File: src/rtl/component_register_responder_if.sv
// Request/response bus between a register requester and the responder.
// Single outstanding transaction, valid/ready on both directions.
interface component_register_responder_if #(
  parameter int DATA_WIDTH = 32,
  parameter int ADDR_WIDTH = 4
);
  logic                    req_valid;
  logic                    req_ready;
  logic                    req_write;
  logic [ADDR_WIDTH-1:0]   req_addr;
  logic [DATA_WIDTH-1:0]   req_wdata;
  logic [DATA_WIDTH/8-1:0] req_wstrb;
  logic                    rsp_valid;
  logic                    rsp_ready;
  logic [DATA_WIDTH-1:0]   rsp_rdata;
  logic                    rsp_error;

  modport master (
    output req_valid, req_write, req_addr,
    output req_wdata, req_wstrb, rsp_ready,
    input  req_ready, rsp_valid, rsp_rdata, rsp_error
  );

  modport slave (
    input  req_valid, req_write, req_addr,
    input  req_wdata, req_wstrb, rsp_ready,
    output req_ready, rsp_valid, rsp_rdata, rsp_error
  );
endinterface

File: src/rtl/component_register_responder.sv
// Word-bus responder owning a packed component register block.
// Masked writable bits are stored; the rest come from hardware.
module component_register_responder #(
  parameter int REGISTER_BITS = 64,
  parameter int DATA_WIDTH    = 32,
  parameter int ADDR_WIDTH    = 4,
  parameter logic [REGISTER_BITS-1:0] READ_MASK   = '1,
  parameter logic [REGISTER_BITS-1:0] WRITE_MASK  =
    {REGISTER_BITS{1'b1}} << 32,
  parameter logic [REGISTER_BITS-1:0] RESET_VALUE = '0,
  localparam int NUM_WORDS =
    (REGISTER_BITS + DATA_WIDTH - 1) / DATA_WIDTH
) (
  input  logic                     clk,
  input  logic                     reset,
  component_register_responder_if.slave bus,
  input  logic [REGISTER_BITS-1:0] regs_hw_in,
  output logic [REGISTER_BITS-1:0] regs_out,
  output logic [NUM_WORDS-1:0]     write_pulse
);

  localparam int PAD_BITS = NUM_WORDS * DATA_WIDTH;

  typedef logic [REGISTER_BITS-1:0] component_registers_t;
  typedef enum logic {IDLE, RESP} state_t;

  state_t               state_q, state_d;
  component_registers_t regs_q, regs_d;
  logic [DATA_WIDTH-1:0] rdata_q, rdata_d;
  logic                 err_q, err_d;
  logic [NUM_WORDS-1:0] wp_q, wp_d;

  logic                  accept;
  logic                  in_range;
  logic                  wr_en;
  logic [PAD_BITS-1:0]   rd_img;
  logic [DATA_WIDTH-1:0] rd_word;

  always_ff @(posedge clk or posedge reset) begin
    if (reset) state_q <= IDLE;
    else       state_q <= state_d;
  end

  always_comb begin
    state_d = state_q;
    unique case (state_q)
      IDLE: if (bus.req_valid) state_d = RESP;
      RESP: if (bus.rsp_ready) state_d = IDLE;
      default: state_d = IDLE;
    endcase
  end

  always_comb begin
    bus.req_ready = (state_q == IDLE);
    bus.rsp_valid = (state_q == RESP);
    bus.rsp_rdata = rdata_q;
    bus.rsp_error = err_q;
    write_pulse   = wp_q;
  end

  assign accept   = (state_q == IDLE) && bus.req_valid;
  assign in_range = bus.req_addr < ADDR_WIDTH'(NUM_WORDS);
  assign wr_en    = accept && bus.req_write && in_range;

  assign regs_out = (regs_q & WRITE_MASK)
                  | (regs_hw_in & ~WRITE_MASK);

  // Padding beyond REGISTER_BITS reads back as zero.
  always_comb begin
    rd_img = '0;
    rd_img[REGISTER_BITS-1:0] = regs_out & READ_MASK;
    rd_word = '0;
    for (int w = 0; w < NUM_WORDS; w++) begin
      if (bus.req_addr == ADDR_WIDTH'(w))
        rd_word = rd_img[w*DATA_WIDTH +: DATA_WIDTH];
    end
  end

  always_comb begin
    regs_d  = regs_q;
    wp_d    = '0;
    rdata_d = rdata_q;
    err_d   = err_q;
    for (int i = 0; i < REGISTER_BITS; i++) begin
      if (wr_en && WRITE_MASK[i]
          && bus.req_addr == ADDR_WIDTH'(i / DATA_WIDTH)
          && bus.req_wstrb[(i % DATA_WIDTH) / 8])
        regs_d[i] = bus.req_wdata[i % DATA_WIDTH];
    end
    for (int w = 0; w < NUM_WORDS; w++) begin
      if (wr_en && bus.req_addr == ADDR_WIDTH'(w))
        wp_d[w] = 1'b1;
    end
    if (accept) begin
      err_d   = !in_range;
      rdata_d = (in_range && !bus.req_write) ? rd_word : '0;
    end
  end

  always_ff @(posedge clk or posedge reset) begin
    if (reset) begin
      regs_q  <= RESET_VALUE;
      rdata_q <= '0;
      err_q   <= 1'b0;
      wp_q    <= '0;
    end else begin
      regs_q  <= regs_d;
      rdata_q <= rdata_d;
      err_q   <= err_d;
      wp_q    <= wp_d;
    end
  end

endmodule

File: src/flat_wrapper.sv
// flat-port wrapper written by rule: the top's interface ports become plain ports
module component_register_responder_flat 
#(
  parameter int REGISTER_BITS = 64,
  parameter int DATA_WIDTH    = 32,
  parameter int ADDR_WIDTH    = 4,
  parameter logic [REGISTER_BITS-1:0] READ_MASK   = '1,
  parameter logic [REGISTER_BITS-1:0] WRITE_MASK  =
    {REGISTER_BITS{1'b1}} << 32,
  parameter logic [REGISTER_BITS-1:0] RESET_VALUE = '0,
  localparam int NUM_WORDS =
    (REGISTER_BITS + DATA_WIDTH - 1) / DATA_WIDTH
)
  (clk, reset, regs_hw_in, regs_out, write_pulse, bus_req_valid, bus_req_write, bus_req_addr, bus_req_wdata, bus_req_wstrb, bus_rsp_ready, bus_req_ready, bus_rsp_valid, bus_rsp_rdata, bus_rsp_error);
  component_register_responder_if #(.DATA_WIDTH(DATA_WIDTH), .ADDR_WIDTH(ADDR_WIDTH)) bus_i ();
  input  logic clk;
  input  logic reset;
  input  logic [REGISTER_BITS-1:0] regs_hw_in;
  output logic [REGISTER_BITS-1:0] regs_out;
  output logic [NUM_WORDS-1:0] write_pulse;
  input wire logic [$bits(bus_i.req_valid)-1:0] bus_req_valid;
  input wire logic [$bits(bus_i.req_write)-1:0] bus_req_write;
  input wire logic [$bits(bus_i.req_addr)-1:0] bus_req_addr;
  input wire logic [$bits(bus_i.req_wdata)-1:0] bus_req_wdata;
  input wire logic [$bits(bus_i.req_wstrb)-1:0] bus_req_wstrb;
  input wire logic [$bits(bus_i.rsp_ready)-1:0] bus_rsp_ready;
  output wire logic [$bits(bus_i.req_ready)-1:0] bus_req_ready;
  output wire logic [$bits(bus_i.rsp_valid)-1:0] bus_rsp_valid;
  output wire logic [$bits(bus_i.rsp_rdata)-1:0] bus_rsp_rdata;
  output wire logic [$bits(bus_i.rsp_error)-1:0] bus_rsp_error;
  assign bus_i.req_valid = bus_req_valid;
  assign bus_i.req_write = bus_req_write;
  assign bus_i.req_addr = bus_req_addr;
  assign bus_i.req_wdata = bus_req_wdata;
  assign bus_i.req_wstrb = bus_req_wstrb;
  assign bus_i.rsp_ready = bus_rsp_ready;
  assign bus_req_ready = bus_i.req_ready;
  assign bus_rsp_valid = bus_i.rsp_valid;
  assign bus_rsp_rdata = bus_i.rsp_rdata;
  assign bus_rsp_error = bus_i.rsp_error;
  component_register_responder #(.REGISTER_BITS(REGISTER_BITS), .DATA_WIDTH(DATA_WIDTH), .ADDR_WIDTH(ADDR_WIDTH), .READ_MASK(READ_MASK), .WRITE_MASK(WRITE_MASK), .RESET_VALUE(RESET_VALUE)) u_core (.clk(clk), .reset(reset), .bus(bus_i), .regs_hw_in(regs_hw_in), .regs_out(regs_out), .write_pulse(write_pulse));
endmodule
File: config.mk
export PLATFORM = sky130hd
export DESIGN_NAME = component_register_responder_flat
export DESIGN_NICKNAME = d
export VERILOG_FILES = /design/src/rtl/component_register_responder_if.sv /design/src/rtl/component_register_responder.sv /design/src/flat_wrapper.sv
export SDC_FILE = /design/constraint.sdc
export NUM_CORES = 1
export LEC_CHECK = 0
export CORE_UTILIZATION = 25
export CTS_CLUSTER_DIAMETER = 120
export CTS_CLUSTER_SIZE = 25
export DETAILED_ROUTE_END_ITERATION = 8
export PLACE_DENSITY = 0.63
export SETUP_SLACK_MARGIN = 0.1
export SYNTH_ARGS = -nofsm -noshare
export SYNTH_HDL_FRONTEND = slang
export SYNTH_SLANG_ARGS = --single-unit
File: constraint.sdc
create_clock -name clk -period 3.2 [get_ports clk]
set_input_delay 0.64 -clock clk [delete_from_list [all_inputs] [get_ports clk]]
set_output_delay 0.64 -clock clk [all_outputs]
set_load 0.02 [all_outputs]
==> results list, run 1 <==
- The tightest hold path in the finished design has a slack of 0.4743 ns.
- TritonCTS built the clock tree.
- Most used standard cell by instance count after synthesis: sky130_fd_sc_hd__dfrtp_1
* Core area: 12,060 µm²
- Critical-path cell with the highest stage delay: sky130_fd_sc_hd__clkdlybuf4s50_1
* Clk slew on worst S/H paths: 0.06 ns
* Final Util: 42.24%
- The area growth from synthesis to layout is 64.06%.
- In this run the core area contains 40 standard-cell rows.
- Drt via density: 4.218
* Critical-path maximum fanout: 2
- Cell repeated most along the worst path: sky130_fd_sc_hd__clkdlybuf4s50_1
- All-Layer GR Usage: 13.80%
* Count of vias placed by the detailed router: 2,434
- Setup repair after global routing left no endpoint under its margin.
- Entering global routing, the biggest net connects 38 pins.
- The highest layer touched by signal routing is met4.
* Wire length of the first global-routing pass: 13.48 mm
- Data arrives at the worst endpoint at 1.77 ns.
* Post-Synthesis Cell Area: 3105 µm²
- Sorting the synthesized cells by area gives the leading types as sky130_fd_sc_hd__dfrtp_1, sky130_fd_sc_hd__mux2_2, sky130_fd_sc_hd__mux2i_1.
- Final net count: 515
* Y dimension of the die: 113.5 µm
- Max Slew Vio Count: 0
* IO Port Bufs: 177
- Cell internal power was estimated by the tool at 0.001764 W.
- Power share of the clock group: 38.8%
* Starting density of the core: 25.75%
- The number of buffers and inverters on the critical path is 2.
- Synthesis instantiated 21 different standard cells from the library.
* Delay of the slowest critical-path stage: 0.65 ns
* Post-route clock period utilization: 75.17%
- Across the VDD grid, the largest voltage drop is 0.2325 mV.
- Counting instances in the post-synthesis netlist gives the leading cell types as sky130_fd_sc_hd__dfrtp_1, sky130_fd_sc_hd__nand2_1, sky130_fd_sc_hd__o21ai_0, sky130_fd_sc_hd__buf_4, sky130_fd_sc_hd__mux2i_1.
* Amount of wire on met2 after detailed routing: 3.993 mm
- The kind of cell with the highest combined delay along the critical path is buffers and inverters.
- The run finished with clean final reports.
- In this run the clock root is driven by a sky130_fd_sc_hd__clkbuf_16.
- Clock network latency to the later pin of the worst-skew pair: 0.32 ns
- Tightest Hold Check Type: reg2reg
- Dpl hpwl: 6.244 mm
* Post-synthesis average cell area: 11.99 µm²
* Post-CTS setup buffer count: 0
* Initial DRC Count: 45
- Switching power: 0.0006109 W
- Share of power burned in combinational logic: 20.9%
* Peak Freq: 415.7 MHz
* Wire length on met3: 777 µm
* Count of final hold-check violations: 0
* Number of synthesized register bits: 68
- Num CTS Buffers: 9
- Ratio of cells with drive above 1 in the final layout: 13.94%
* Required time of the critical path: 2.56 ns
- Number of endpoints failing setup at the final stage: 0
- Initial antenna violation count: 0
* Ys flop type: sky130_fd_sc_hd__dfrtp_1
- Net switching is 25.72% of the power.
- In the synthesized netlist, the number of instances is 259.
- Proportion of register bits with asynchronous set or reset after synthesis: 100.0%
- The smallest clock period supported by the final layout is computed as 2.405 ns.
* Largest area contributor in the synthesized netlist: sky130_fd_sc_hd__dfrtp_1
- At the pin with the least slew margin, the transition time is 0.8481 ns.
- In this run the remaining antenna-violating nets after routing total 0.
- Number of global-route vias before repair: 2,621
- Number of flops mapped to enable cells by yosys: 0
- Width of the die: 113.5 µm
- Global routing finished with a remaining overflow of 0.
- On the final layout, the worst clock skew is 0.004681 ns.
- Number of clock sinks: 68
* Yosys warning count: 0
* Antenna Cells: 0
- Number of maximum-capacitance constraint violations: 0
- The clock tree synthesis step divided the H-tree into 3 levels.
- After detailed routing, the average wire length per cell comes to 14.68 µm.
* Power share of the sequential group: 40.3%
- Number of hold buffers added after CTS: 0
- Summed over its instances, the top area cell type makes up 54.79% of the synthesized netlist area.
- The worst setup path is captured at a primary output.
* Element type at the critical path start: input pin
- At the end of routability-driven placement, the weighted congestion stood at 0.6865.
* Total Negative Setup Slacks: 0 ns
- Headroom to the max-slew limit: 43.38%
- The routed design has 8.471 mm of wire.
* Post-cts sizing count: 0
- After detailed routing, the wire length on met1 is 3.587 mm.
- The analysis attributes to cell leakage a power of 2.247 nW.
- Class of the most critical setup path: in2out
- Synthesized Nets: 368
* Total power per unit cell area: 466.2 nW/µm²
* Maximum number of buffers from clock root to sink: 2
- The signal on the critical path passes through clkdlybuf4s50_1, clkdlybuf4s50_1.
- Initial DRT Pass Iterations: 4
* Die area: 12,870 µm²
- Number of top-level pins: 210
* Sequential area share after synthesis: 54.79%
* DRC viols: 0
metal layers:
layer / GRT usage [%] / vias to the layer above
met1: 16.32 / 1166
li1: - / 1143
met2: 22.62 / 116
met4: 5.263 / 0
met5: 0 / -
met3: 5.420 / 9
state kept, by name, summed over array words and instances, names as in the netlist:
name and flops:
u_core.bus.rsp_rdata 32, u_core.regs_q 32, u_core.bus.rsp_error 1, u_core.bus.rsp_valid 1, u_core.write_pulse 2
stage by stage:
stage	total power, W	cells	area [µm²]	setup WS [ns]
6_report	0.002375	577	5095	0.7946
5_1_grt	0.002483	577	5095	0.7493
4_1_cts	0.002412	577	5095	0.7884
3_5_place_dp	0.001474	563	4818	0.5208
3_3_place_gp	0.001467	563	4818	0.5447
2_1_floorplan	0.001209	259	3105	0.8485
power groups by stage:
stage	logic [W]	clock network, W	registers [W]
6_report	0.000497	0.000922	0.000956
5_1_grt	0.000529	0.000989	0.000965
4_1_cts	0.000505	0.000950	0.000957
3_5_place_dp	0.000503	0	0.000972
3_3_place_gp	0.000498	0	0.000969
2_1_floorplan	0.000176	0	0.00103
area by class of cell:
| class | instances | area, µm² |
|---|---|---|
| Inverter | 4 | 15.01 |
| Tap cell | 168 | 210.2 |
| Timing Repair Buffer | 182 | 1817 |
| Sequential cell | 68 | 1702 |
| Multi-Input combinational cell | 141 | 1075 |
| Fill cell | 1180 | 6967 |
| Clock buffer | 12 | 266.5 |
| Clock inverter | 2 | 10.01 |
path summary, 6_finish.rpt:
| check | startpoint | end | slack [ns] | depth (start not counted) |
|---|---|---|---|---|
| hold / removal | u_core.bus.rsp_rdata[15] | u_core.bus.rsp_rdata[15] | 0.47 | 2 |
| max in group asynchronous | reset | u_core.bus.rsp_rdata[22] | 1.71 | 3 |
| setup reg to reg | u_core.bus.rsp_valid | u_core.regs_q[54] | 1.30 | 4 |
| setup / recovery | regs_hw_in[23] | regs_out[23] | 0.79 | 2 |
| hold reg to reg | u_core.bus.rsp_rdata[15] | u_core.bus.rsp_rdata[15] | 0.47 | 2 |
| min in group asynchronous | reset | u_core.bus.rsp_rdata[20] | 0.81 | 2 |
placed cells by master (no fill, tap or decap):
cell / synthesis / final
sky130_fd_sc_hd__clkdlybuf4s50_1: 0 / 176
sky130_fd_sc_hd__a22oi_1: 1 / 1
sky130_fd_sc_hd__buf_2: 1 / 1
sky130_fd_sc_hd__inv_1: 4 / 3
sky130_fd_sc_hd__nor2_1: 1 / 1
sky130_fd_sc_hd__inv_2: 0 / 1
sky130_fd_sc_hd__nand2b_2: 0 / 1
sky130_fd_sc_hd__buf_4: 32 / 4
sky130_fd_sc_hd__and3_1: 2 / 2
sky130_fd_sc_hd__mux2_2: 31 / 31
sky130_fd_sc_hd__dfrtp_1: 68 / 68
sky130_fd_sc_hd__nor4b_4: 1 / 1
sky130_fd_sc_hd__nand3_2: 2 / 2
sky130_fd_sc_hd__mux2_4: 1 / 1
sky130_fd_sc_hd__clkinv_2: 0 / 2
sky130_fd_sc_hd__and2_1: 1 / 1
sky130_fd_sc_hd__nand2_1: 33 / 33
sky130_fd_sc_hd__and3b_1: 1 / 1
sky130_fd_sc_hd__nor4bb_1: 1 / 1
sky130_fd_sc_hd__clkbuf_16: 0 / 9
sky130_fd_sc_hd__buf_12: 0 / 1
sky130_fd_sc_hd__clkbuf_8: 0 / 3
sky130_fd_sc_hd__o21ai_0: 33 / 33
sky130_fd_sc_hd__mux2i_1: 32 / 32
cell families after synthesis:
group           after synthesis  share of synthesized area, %
compound gates               34                         5.560
buf+inv                      50                         10.68
flops                        68                         54.79
simple gates                 43                         6.930
mux                          64                         22.04
(Power assumes the default switching activity.)
==> run 2, diff against run 1 <==
==> constraint.sdc (replaced) <==
create_clock -name clk -period 2.4 [get_ports clk]
set_input_delay 0.48 -clock clk [delete_from_list [all_inputs] [get_ports clk]]
set_output_delay 0.48 -clock clk [all_outputs]
set_load 0.02 [all_outputs]
==> results list, run 2 (same netlist as run 1, synthesis figures left out) <==
- In this run the worst setup path terminates at regs_out[23].
- The startpoint identified for the worst register-to-register timing path is u_core.bus.rsp_valid.
- Count of vias placed by the detailed router: 2,459
- Rows: 40
- In this design, the stage delay of the slowest critical-path cell is 0.63 ns.
- Class of the most critical setup path: in2out
- Element type at the critical path start: input pin
* Status: complete, no violations
- Number of placed instances with taps included: 566
* Clock tree from TritonCTS: done
* Most common cell after layout, fill and taps aside: sky130_fd_sc_hd__clkdlybuf4s50_1
* Pin count of the biggest net entering global routing: 69
- After detailed routing, the number of remaining DRC violations is 0.
- The number of setup buffers added after CTS is 0.
* Post-route clock period utilization: 86.68%
- Initial DRT Pass Iterations: 2
- The die is 113.5 µm wide.
* Tightest Hold Check Type: reg2reg
- After global routing the overflow that remains totals 0.
- Source of the critical timing path: regs_hw_in[23]
- The number of global-route vias before repair came to 2,691.
* Clock root buffer: sky130_fd_sc_hd__clkbuf_16
* Number of top-level pins: 210
* Maximum vdd ir drop: 0.2522 mV
- On the critical path the largest part of the delay comes from buffers and inverters.
- In this run, the number of DRC markers left after iteration 0 of detailed routing was 50.
- In this run the worst path has a maximum fanout of 2.
* Dpl hpwl: 6.131 mm
- Count of final hold-check violations: 0
* Starting density of the core: 25.75%
- Post-cts sizing count: 0
- The tree built by TritonCTS fans out to 68 sinks.
- Data on the critical path is required at its endpoint by 1.92 ns.
- In the layout the commonest cells are sky130_fd_sc_hd__clkdlybuf4s50_1, sky130_fd_sc_hd__dfrtp_1, sky130_fd_sc_hd__nand2_1, sky130_fd_sc_hd__o21ai_0, sky130_fd_sc_hd__mux2i_1.
- The analysis attributes to cell leakage a power of 2.273 nW.
- Initial antenna violation count: 0
- Cell count of the worst reg-to-reg path: 4
- Shortest clock period the worst path allows after layout: 2.080 ns
- Max-cap violations in this run came to 0.
- The detail route stage leaves a number of antenna-violating nets equal to 0.
- Clock-pin slew was measured on the worst setup and hold paths at 0.05 ns.
* Maximum number of buffers from clock root to sink: 2
* Final WL: 8.500 mm
- The number of antenna diodes in the final layout is 0.
- The worst setup path is captured at a primary output.
* Data arrival, critical path: 1.60 ns
* Die area: 12,870 µm²
- Number of endpoints failing setup at the final stage: 0
* Cell repeated most along the worst path: sky130_fd_sc_hd__clkdlybuf4s50_1
- At the end of the flow, the number of nets in the layout was 518.
* Max Slew Vio Count: 0
- Logic depth of the worst path, buffers included: 2
- In the global route stage, overall resource usage came out at 13.82%.
- Cell chain of the critical path: clkdlybuf4s50_1, clkdlybuf4s50_1
- Layout Skew: 0.003832 ns
- For the final routed database, the setup TNS stands at 0 ns.
- Num CTS Buffers: 9
- Worst reg2reg endpoint: u_core.regs_q[39]
- In this run the power density over the cells is 628.6 nW/µm².
- Filler Cell Count: 1,159
- Final routed wire length divided by cell count: 14.66 µm
- Wire length of the first global-routing pass: 13.65 mm
* Ratio of cells with drive above 1 in the final layout: 14.32%
- The die is 113.5 µm tall.
- Core area: 12,060 µm²
- Growth of design area from synthesis to finish: 66.08%
* Non-Filler Instances: 580
* Clock network latency to the later pin of the worst-skew pair: 0.32 ns
* Headroom to the max-slew limit: 59.38%
- Number of hold buffers added after CTS: 0
- Critical-path cell with the highest stage delay: sky130_fd_sc_hd__clkdlybuf4s50_1
- Peak Freq: 480.7 MHz
- Worst-case register-to-register setup slack: 0.74 ns
- The congestion estimate from routability-driven global placement came to 0.6743.
- IO Port Bufs: 177
* Unrepaired setup endpoints after global routing: false
- H-tree levels: 3
* Drt via density: 4.240
- Buf/Inv on CP: 2
- At the pin with the least slew margin, the transition time is 0.6093 ns.
run 2: power by group:
group	internal, W	total, W	leakage, nW	switching [W]
combinational	0.000367	0.000667	1.20	0.000300
sequential	0.00122	0.00128	0.929	0.0000547
clock	0.000847	0.00130	0.145	0.000452
total	0.00243	0.00324	2.27	0.000807
run 2: metal layers:
layer	GRT usage, %	part of all wire, %
met4	5.000	1.2
met3	5.739	9.2
met5	0	0
met2	23.27	48
met1	15.72	41
run 2: how the worst min path moves through the flow:
stage                             start                  endpoint  slack, ns  cells past startpoint
3_3_place_gp   u_core.bus.rsp_rdata[13]  u_core.bus.rsp_rdata[13]       0.46                      2
5_1_grt        u_core.bus.rsp_rdata[22]  u_core.bus.rsp_rdata[22]       0.49                      2
6_report        u_core.bus.rsp_rdata[3]   u_core.bus.rsp_rdata[3]       0.47                      2
4_1_cts         u_core.bus.rsp_rdata[3]   u_core.bus.rsp_rdata[3]       0.48                      2
2_1_floorplan           bus_req_addr[3]     u_core.write_pulse[0]       0.55                      1
3_5_place_dp    u_core.bus.rsp_rdata[3]   u_core.bus.rsp_rdata[3]       0.47                      2
run 2: area by class of cell:
cell class | instances | area [µm²] | share of cell area, %
clock inverter | 2 | 35.03 | 0.6793
inverter | 4 | 15.01 | 0.2911
sequential | 68 | 1702 | 32.99
multi-input combinational | 141 | 1075 | 20.84
timing repair buffer | 185 | 1864 | 36.15
tap | 168 | 210.2 | 4.076
clock buffer | 12 | 256.5 | 4.973
run 2: per-stage QoR:
stage	power (W)	setup slack (ns)	hold WS, ns	util [%]	instance area, µm²
floorplan	0.001611	0.2085	0.5499	-	3105
global placement	0.001960	0.1373	0.4603	40.34	4866
detailed placement	0.001970	0.1133	0.4691	40.34	4866
CTS	0.003309	0.3080	0.4812	42.76	5157
global route	0.003406	0.3010	0.4938	42.76	5157
finish	0.003242	0.3197	0.4730	42.76	5157
==> run 3, diff against run 2 <==
--- a/config.mk
+++ b/config.mk
@@ -5,11 +5,11 @@
 export SDC_FILE = /design/constraint.sdc
 export NUM_CORES = 1
 export LEC_CHECK = 0
-export CORE_UTILIZATION = 25
+export CORE_UTILIZATION = 36
 export CTS_CLUSTER_DIAMETER = 120
 export CTS_CLUSTER_SIZE = 25
 export DETAILED_ROUTE_END_ITERATION = 8
-export PLACE_DENSITY = 0.63
+export PLACE_DENSITY = 0.84
 export SETUP_SLACK_MARGIN = 0.1
 export SYNTH_ARGS = -nofsm -noshare
 export SYNTH_HDL_FRONTEND = slang
==> results list, run 3 (same netlist as run 1, synthesis figures left out) <==
- On the final layout, the worst hold slack is 0.4785 ns.
- Total power per unit cell area: 555.6 nW/µm²
* Cell count of the worst reg-to-reg path: 5
- The signal on the critical path passes through clkdlybuf4s50_1, clkdlybuf4s50_1.
- Max Slew Vio Count: 0
- Power, Total: 0.002760 W
- Clock-pin slew was measured on the worst setup and hold paths at 0.07 ns.
- Clock network latency to the later pin of the worst-skew pair: 0.33 ns
* Count of vias placed by the detailed router: 2,470
- From synthesis to final layout, the design area changed by 59.99%.
- Prior to clock tree synthesis, the placed netlist has a worst setup slack of 0.1335 ns.
* Count of final hold-check violations: 0
- Hold Path Depth: 2
- Crit path setup slack, layout: 0.3208 ns
- Maximum number of buffers from clock root to sink: 2
- In this run the remaining antenna-violating nets after routing total 0.
- STA classifies the critical path startpoint as an input pin.
* H-tree levels: 3
- Subtracting the final worst setup slack from the clock period gives 2.079 ns.
* DRC viols: 0
- Initial DRT Pass Iterations: 4
- Met3 GRT Util: 4.992%
- Entering global routing, the biggest net connects 39 pins.
* Rows: 33
- In the final layout, the share of cells above drive strength 1 is 14.46%.
- After detailed routing, the number of vias per cell comes to 4.750.
- From left edge to right edge, the die measures 94.88 µm.
- Post-cts sizing count: 0
* Final routed wire length divided by cell count: 15.38 µm
- Setup repair after global routing left no endpoint under its margin.
- Summed over all failing endpoints, the final setup total negative slack is 0 ns.
* Total congestion overflow after global routing: 0
- The core region is 8299 µm².
- Detailed placement ended at an HPWL of 6.117 mm.
- Required time of the critical path: 1.92 ns
- For the pin with the worst max-slew slack, the measured transition is 0.6207 ns.
- The worst setup path is captured at a primary output.
* GRT met1 Usage: 20.70%
- Critical-path cell with the highest stage delay: sky130_fd_sc_hd__clkdlybuf4s50_1
* All-Layer GR Usage: 18.21%
* Final net count: 520
- The congestion estimate from routability-driven global placement came to 0.6816.
* Clock tree from TritonCTS: done
- In this run the static leakage power is 2.225 nW.
- Post-CTS setup buffer count: 0
- Critical-path maximum fanout: 2
- Clock root buffer: sky130_fd_sc_hd__clkbuf_8
* Class of the most critical setup path: in2out
- The library cell used most frequently in the layout, excluding fill and tap cells, is sky130_fd_sc_hd__clkdlybuf4s50_1.
- In this design, the stage delay of the slowest critical-path cell is 0.62 ns.
- On the critical path the largest part of the delay comes from buffers and inverters.
- Maximum vdd ir drop: 0.3083 mV
* Tightest Hold Check Type: reg2reg
- Antenna Cells: 0
* Peak Freq: 481.0 MHz
* Number of maximum-capacitance constraint violations: 0
* Number of top-level pins: 210
* Buf/Inv on CP: 2
- Number of endpoints failing setup at the final stage: 0
- The flow ran to the end, and the final reports show no timing, DRC or antenna violations.
- Layout Skew: 0.01083 ns
- The clock net in this run drives a total of 68 sinks.
- Initial DRC Count: 87
* Most Crowded Layer GR: met2
- Data arrival, critical path: 1.60 ns
* Commonest cells after routing, fill and taps aside: sky130_fd_sc_hd__clkdlybuf4s50_1, sky130_fd_sc_hd__dfrtp_1, sky130_fd_sc_hd__nand2_1, sky130_fd_sc_hd__o21ai_0, sky130_fd_sc_hd__mux2i_1
- The final critical path takes up 86.63% of the cycle.
* Num CTS Buffers: 9
- Headroom to the max-slew limit: 58.56%
* Number of global-route vias before repair: 2,549
- In this run, post-CTS hold repair placed 0 buffers.
- The first global-routing pass estimated 12.40 mm of wire.
* Logic depth of the worst path, buffers included: 2
- Final Util: 59.87%
- The die covers 9002 µm².
* GRT met2 Usage: 32.25%
- Cell repeated most along the worst path: sky130_fd_sc_hd__clkdlybuf4s50_1
* Starting density of the core: 37.42%
- Wires add up to 7.997 mm.
- Measured along the y axis, the die boundary spans 94.88 µm.
- IO Port Bufs: 177
- The number of antenna violations at the first check in global routing is 0.
-- run 3: final cells by class --
cell class                 count  area [µm²]
sequential                    68        1702
timing repair buffer         187        1879
fill                         706        3331
clock buffer                  13       158.9
multi-input combinational    141        1072
clock inverter                 2       10.01
tap                          105       131.4
inverter                       4       15.01
-- run 3: worst paths after layout --
path                       slack, ns                  endpoint                startpoint
max                             0.32              regs_out[14]            regs_hw_in[14]
min                             0.48  u_core.bus.rsp_rdata[12]  u_core.bus.rsp_rdata[12]
max reg2reg                     0.72         u_core.regs_q[54]      u_core.bus.rsp_valid
min reg2reg                     0.48  u_core.bus.rsp_rdata[12]  u_core.bus.rsp_rdata[12]
max in group asynchronous       1.21   u_core.bus.rsp_rdata[4]                     reset
min in group asynchronous       0.56  u_core.bus.rsp_rdata[23]                     reset
-- run 3: where the power goes --
| part | switching, W | internal, W | leakage (nW) |
|---|---|---|---|
| clock | 0.000396 | 0.000424 | 0.0893 |
| sequential | 0.0000537 | 0.00122 | 0.929 |
| combinational | 0.000300 | 0.000369 | 1.21 |
| total | 0.000749 | 0.00201 | 2.23 |
-- run 3: layer usage --
metal | part of all wire (%) | vias up
met2 | 52 | 117
met1 | 39 | 1188
met3 | 7.9 | 10
met5 | 0 | -
met4 | 1.3 | 0
li1 | - | 1155
-- run 3: through the flow --
stage	std cells	cell area, µm²
3_3_place_gp	505	4800
6_report	520	4969
4_1_cts	520	4969
2_1_floorplan	259	3105
5_1_grt	520	4969
3_5_place_dp	505	4800
